<file path="src/rtl/hazard_ctrl_sb.sv">
// hazard_ctrl_sb: load-use, branch-flush, stall and mul/div scoreboard hazard control.
// Ports: ID/EX hazard inputs, mul/div issue/done, redirect, stall -> pipe enables/flushes, pc_en,
// status (load_stall, md_stall, sb_busy, stall_timeout). Optional: HAZARD_WATCHDOG_EN.
module hazard_ctrl_sb #(
  parameter int NREGS     = 32,
  parameter int RA_W      = 5,
  parameter int LU_CYCLES = 1,
  parameter int FLUSH_CYC = 1,
  parameter int WD_MAX    = 64
) (
  input  logic             clk,
  input  logic             rst,
  input  logic             id_valid,
  input  logic [RA_W-1:0]  id_rs1,
  input  logic [RA_W-1:0]  id_rs2,
  input  logic             id_rs1_used,
  input  logic             id_rs2_used,
  input  logic [RA_W-1:0]  id_rd,
  input  logic             id_rd_wr,
  input  logic [RA_W-1:0]  ex_rd,
  input  logic             ex_load_inst,
  input  logic             md_issue,
  input  logic [RA_W-1:0]  md_issue_rd,
  input  logic             md_done,
  input  logic [RA_W-1:0]  md_done_rd,
  input  logic             jump_branch_taken,
  input  logic             invalid_inst,
  input  logic             stall,
  output logic             if_id_pipeline_flush,
  output logic             if_id_pipeline_en,
  output logic             id_ex_pipeline_flush,
  output logic             id_ex_pipeline_en,
  output logic             pc_en,
  output logic             load_stall,
  output logic             md_stall,
  output logic [NREGS-1:0] sb_busy,
  output logic             stall_timeout
);

  localparam logic [1:0] S_IDLE  = 2'd0;
  localparam logic [1:0] S_LU    = 2'd1;
  localparam logic [1:0] S_FLUSH = 2'd2;
  localparam int CNT_W = 8;

  logic [1:0]       state, state_n;
  logic [CNT_W-1:0] cnt, cnt_n;
  logic [NREGS-1:0] busy_q, busy_n, busy_eff;
  logic [NREGS-1:0] done_mask, issue_mask;
  logic             lu_hit, sb_hit;

  always_comb begin
    done_mask  = '0;
    issue_mask = '0;
    if (md_done)
      done_mask[md_done_rd] = 1'b1;
    if (md_issue && md_issue_rd != '0)
      issue_mask[md_issue_rd] = 1'b1;
  end

  // A register completing this cycle is forwarded from WB, so it no
  // longer blocks ID. Issue is applied after clear so a same-cycle
  // set/clear of one register leaves it busy.
  always_comb begin
    busy_eff  = busy_q & ~done_mask;
    busy_n    = busy_eff | issue_mask;
    busy_n[0] = 1'b0;
  end

  always_comb begin
    lu_hit = ex_load_inst && (ex_rd != '0) &&
             ((id_rs1_used && id_rs1 == ex_rd) ||
              (id_rs2_used && id_rs2 == ex_rd));
    sb_hit = id_valid &&
             ((id_rs1_used && busy_eff[id_rs1]) ||
              (id_rs2_used && busy_eff[id_rs2]) ||
              (id_rd_wr && busy_eff[id_rd]));
  end

  always_comb begin
    if_id_pipeline_flush = 1'b0;
    if_id_pipeline_en    = 1'b1;
    id_ex_pipeline_flush = 1'b0;
    id_ex_pipeline_en    = 1'b1;
    pc_en                = 1'b1;
    load_stall           = 1'b0;
    md_stall             = 1'b0;
    state_n              = state;
    cnt_n                = cnt;
    if (rst) begin
      if_id_pipeline_flush = 1'b1;
      id_ex_pipeline_flush = 1'b1;
      pc_en                = 1'b0;
      state_n              = S_IDLE;
      cnt_n                = '0;
    end else if (jump_branch_taken) begin
      if_id_pipeline_flush = 1'b1;
      if_id_pipeline_en    = 1'b0;
      id_ex_pipeline_flush = 1'b1;
      if (FLUSH_CYC > 1) begin
        state_n = S_FLUSH;
        cnt_n   = CNT_W'(FLUSH_CYC - 1);
      end else begin
        state_n = S_IDLE;
        cnt_n   = '0;
      end
    end else if (state == S_LU) begin
      // The load has already left EX; just finish the bubble train.
      pc_en                = 1'b0;
      if_id_pipeline_en    = 1'b0;
      id_ex_pipeline_flush = 1'b1;
      load_stall           = 1'b1;
      cnt_n                = cnt - 1'b1;
      if (cnt <= 1) begin
        state_n = S_IDLE;
        cnt_n   = '0;
      end
    end else begin
      if (state == S_FLUSH) begin
        if_id_pipeline_flush = 1'b1;
        cnt_n                = cnt - 1'b1;
        if (cnt <= 1) begin
          state_n = S_IDLE;
          cnt_n   = '0;
        end
      end
      if (lu_hit) begin
        pc_en                = 1'b0;
        if_id_pipeline_en    = 1'b0;
        id_ex_pipeline_flush = 1'b1;
        load_stall           = 1'b1;
        if (LU_CYCLES > 1) begin
          state_n = S_LU;
          cnt_n   = CNT_W'(LU_CYCLES - 1);
        end
      end else if (sb_hit) begin
        pc_en                = 1'b0;
        if_id_pipeline_en    = 1'b0;
        id_ex_pipeline_flush = 1'b1;
        md_stall             = 1'b1;
      end else if (stall) begin
        pc_en             = 1'b0;
        if_id_pipeline_en = 1'b0;
        id_ex_pipeline_en = 1'b0;
      end else if (invalid_inst) begin
        id_ex_pipeline_flush = 1'b1;
      end
    end
  end

  always_ff @(posedge clk) begin
    if (rst) begin
      state  <= S_IDLE;
      cnt    <= '0;
      busy_q <= '0;
    end else begin
      state  <= state_n;
      cnt    <= cnt_n;
      busy_q <= busy_n;
    end
  end

  assign sb_busy = busy_q;

`ifdef HAZARD_WATCHDOG_EN
  localparam int WD_W = $clog2(WD_MAX + 1);

  logic [WD_W-1:0] wd_cnt;
  logic            wd_flag;

  always_ff @(posedge clk) begin
    if (rst) begin
      wd_cnt  <= '0;
      wd_flag <= 1'b0;
    end else if (pc_en) begin
      wd_cnt <= '0;
    end else begin
      if (wd_cnt != WD_W'(WD_MAX))
        wd_cnt <= wd_cnt + 1'b1;
      if (wd_cnt == WD_W'(WD_MAX - 1))
        wd_flag <= 1'b1;
    end
  end

  assign stall_timeout = wd_flag;
`else
  assign stall_timeout = 1'b0;
`endif

endmodule
</file>
<file path="config.mk">
export PLATFORM = sky130hd
export DESIGN_NAME = hazard_ctrl_sb
export DESIGN_NICKNAME = d
export VERILOG_FILES = /design/src/rtl/hazard_ctrl_sb.sv
export SDC_FILE = /design/constraint.sdc
export NUM_CORES = 1
export LEC_CHECK = 0
export BUFFER_PORTS_ARGS = -buffer_cell sky130_fd_sc_hd__buf_4
export CAP_MARGIN = 15
export CORE_MARGIN = 2
export CORE_UTILIZATION = 30
export CTS_BUF_LIST = sky130_fd_sc_hd__clkbuf_2
export DETAILED_ROUTE_END_ITERATION = 10
export GPL_TIMING_DRIVEN = 0
export PLACE_DENSITY_LB_ADDON = 0.08
export SLEW_MARGIN = 25
export SYNTH_ARGS = -nofsm -noshare
export SYNTH_HDL_FRONTEND = slang
export SYNTH_SLANG_ARGS = --single-unit
</file>
<file path="constraint.sdc">
create_clock -name clk -period 8.35 [get_ports clk]
set_input_delay 1.67 -clock clk [delete_from_list [all_inputs] [get_ports clk]]
set_output_delay 1.67 -clock clk [all_outputs]
set_load 0.01 [all_outputs]
</file>
==> impl_metrics.env <==
export IMPL_synth_adder_area_share_pct=0
export IMPL_seq_area_sq_um=621
export IMPL_fp_dieH_um=101
export IMPL_worstMarginPinSlew_ps=723
export IMPL_cts_sinks=31
export IMPL_first_global_vias=3181
export IMPL_crit_required_ps=6680
export IMPL_max_freq_mhz=163
export IMPL_rsz0062_at_grt="false"
export IMPL_firstDrtPassIters=4
export IMPL_cts_htree_levels=2
export IMPL_fin_nets=503
export IMPL_post_cts_setup_buffers=0
export IMPL_drcViolationCount=0
export IMPL_diodes=0
export IMPL_cts_buffers=5
export IMPL_syn2layout_area_growth_pct=26.3
export IMPL_grt_total_usage_pct=22.8
export IMPL_cap_violations=0
export IMPL_yosysWarnings=0
export IMPL_critPathKind="input port to primary output"
export IMPL_synth_edf_count=0
export IMPL_critical_path_endpoint_type="primary output"
export IMPL_dieWidth_um=101
export IMPL_multi_input_area_sq_mm=0.00203
export IMPL_synth_distinct_cells=67
export IMPL_post_drt_wl_per_cell_um=20.6
export IMPL_cts_root_buf="clkbuf_2"
export IMPL_pin_count=82
export IMPL_layout_commonest_cell="buf_4"
export IMPL_post_route_min_period_ps=6140
export IMPL_die_area_sq_mm=0.0102
export IMPL_clockBufferDepth=2
export IMPL_setup_tns_ps=0
export IMPL_syn_area_per_cell_sq_um=7.47
export IMPL_grt_max_degree=11
export IMPL_min_from="sb_busy[20]"
export IMPL_synth_seq_cells=31
export IMPL_netlist_area_sq_mm=0.00283
export IMPL_gp_congestion=0.942
export IMPL_synth_cells=378
export IMPL_fillerInstances=1000
export IMPL_ant_nets=0
export IMPL_crit_fanout=10
export IMPL_slew_violations=0
export IMPL_drt_wl_total_um=11800
export IMPL_coreArea_sq_mm=0.00920
export IMPL_post_route_period_util_pct=73.6
export IMPL_power_mw=0.326
export IMPL_synthMuxAreaShare_pct=8.55
export IMPL_cts_tree="yes"
export IMPL_synth_xor_area_share_pct=4.34
export IMPL_r2r_start="sb_busy[12]"
export IMPL_io_buffers=75
export IMPL_synthSimpleGateAreaFrac_pct=26.9
export IMPL_critical_path_arrival_ps=4470
export IMPL_ctsResizeCount=0
export IMPL_layout_common_cells="buf_4 (78), nand2_1 (44), a21oi_1 (34), dfxtp_1 (31), nor2_1 (24)"
export IMPL_antenna_found_initial=0
export IMPL_clk_latency_ps=370
export IMPL_grt_pass1_wl_um=17900
export IMPL_synth_compound_area_share_pct=31.7
export IMPL_synthFlopType="dfxtp_1"
export IMPL_synth_top_family_by_area="compound AO/OA/AOI/OAI gates"
export IMPL_pwr_density_cell_mw_per_mm2=91.3
export IMPL_setup_viol=0
export IMPL_final_hold_viol_count=0
export IMPL_drive_gt1_share_pct=22.7
export IMPL_drt_iter0_markers=267
export IMPL_synthArstFlopShare_pct=0
export IMPL_irDropWorstVdd_v=0.0000517
export IMPL_largest_reg_flops=31
export IMPL_cts_reportedPaths_clkPinSlew_ps=140
export IMPL_hpwl_um=9270
export IMPL_vias=3399
export IMPL_gr_total_overflow=0
export IMPL_critPathLaunch="md_done_rd[4]"
export IMPL_initial_core_util_pct=30.7
export IMPL_p_leak_nw=1.33
export IMPL_hold_path_class="flop to flop"
export IMPL_max_slew_margin_rel_pct=51.2
export IMPL_startpoint_type="input port"
export IMPL_std_cell_rows=35
export IMPL_viasPerCell=5.93
export IMPL_postCtsHoldBufs=0
export IMPL_outcome="completed"
export IMPL_yosysSeqAreaShare_pct=22.0
export IMPL_clock_skew_final_ps=0
metrics by stage:
stage	instance area, sq um	hold slack (ps)	instances	setup WS, ps	util [%]
after detailed placement	3530	559	565	2310	38.4
after CTS	3570	578	573	2280	38.8
final	3570	585	573	2210	38.8
after floorplan	2830	524	379	2830	-
after global routing	3570	594	573	2020	38.8
after global placement	3530	560	565	2180	38.4
cell type report:
type	count	area share [%]
Buffer	28	3.65
Clock buffer	6	0.842
Clock inverter	2	0.210
Inverter	14	1.47
Multi-Input combinational cell	306	56.8
Sequential cell	31	17.4
Tap cell	111	3.89
Timing Repair Buffer	75	15.8
power breakdown:
| part | leakage [nW] | switching, mW | internal (mW) |
|---|---|---|---|
| logic | 1.05 | 0.0612 | 0.0417 |
| registers | 0.250 | 0.00224 | 0.150 |
| clock network | 0.0281 | 0.0506 | 0.0201 |
| total | 1.33 | 0.114 | 0.212 |
layer usage:
| layer | track usage (%) | routed length (um) | part of all wire (%) |
|---|---|---|---|
| met5 | 0 | 0 | 0 |
| met4 | 8.21 | 324 | 2.7 |
| met3 | 1.94 | 854 | 7.2 |
| met2 | 35.4 | 5110 | 43 |
| met1 | 33.0 | 5500 | 47 |
critical path: stages:
cell and delay (ps):
buf_4 80, clkbuf_1 280, and4b_1 300, a21boi_0 590, a2111oi_0 260, a2111oi_0 500, nand4_1 140, nand4_1 190
o21ai_2 100, a31o_1 210, buf_4 140
Yosys cell counts (6+ instances only):
| master | instances | share of area, % |
|---|---|---|
| o2111ai_1 | 6 | 1.9 |
| mux2i_1 | 14 | 5.0 |
| inv_1 | 13 | 1.7 |
| nor2b_1 | 10 | 2.2 |
| nor3_1 | 9 | 1.6 |
| clkbuf_1 | 19 | 2.5 |
| dfxtp_1 | 31 | 22 |
| xnor2_1 | 8 | 2.5 |
| o21ai_0 | 19 | 3.4 |
| nand2_1 | 44 | 5.8 |
| nor2_1 | 24 | 3.2 |
| xor2_1 | 6 | 1.9 |
| o211ai_1 | 14 | 3.7 |
| nand3_1 | 9 | 1.6 |
| nand2b_1 | 8 | 1.8 |
| a21oi_1 | 34 | 6.0 |
| a311oi_1 | 6 | 1.9 |
cells by family after synthesis:
logic type	count (synthesis)
xor+xnor	14
flops	31
compound gates	129
buf+inv	42
mux	20
other cells	1
simple gates	141
path summary, 6_finish.rpt:
check                                    endpoint  slack (ps)  cells after the start
worst max-delay path            if_id_pipeline_en        2210                     11
worst min-delay path                  sb_busy[20]         590                      2
worst max register to register        sb_busy[12]        7110                      3
worst min register to register        sb_busy[20]         590                      2
Power figures use the tool's default switching activity.
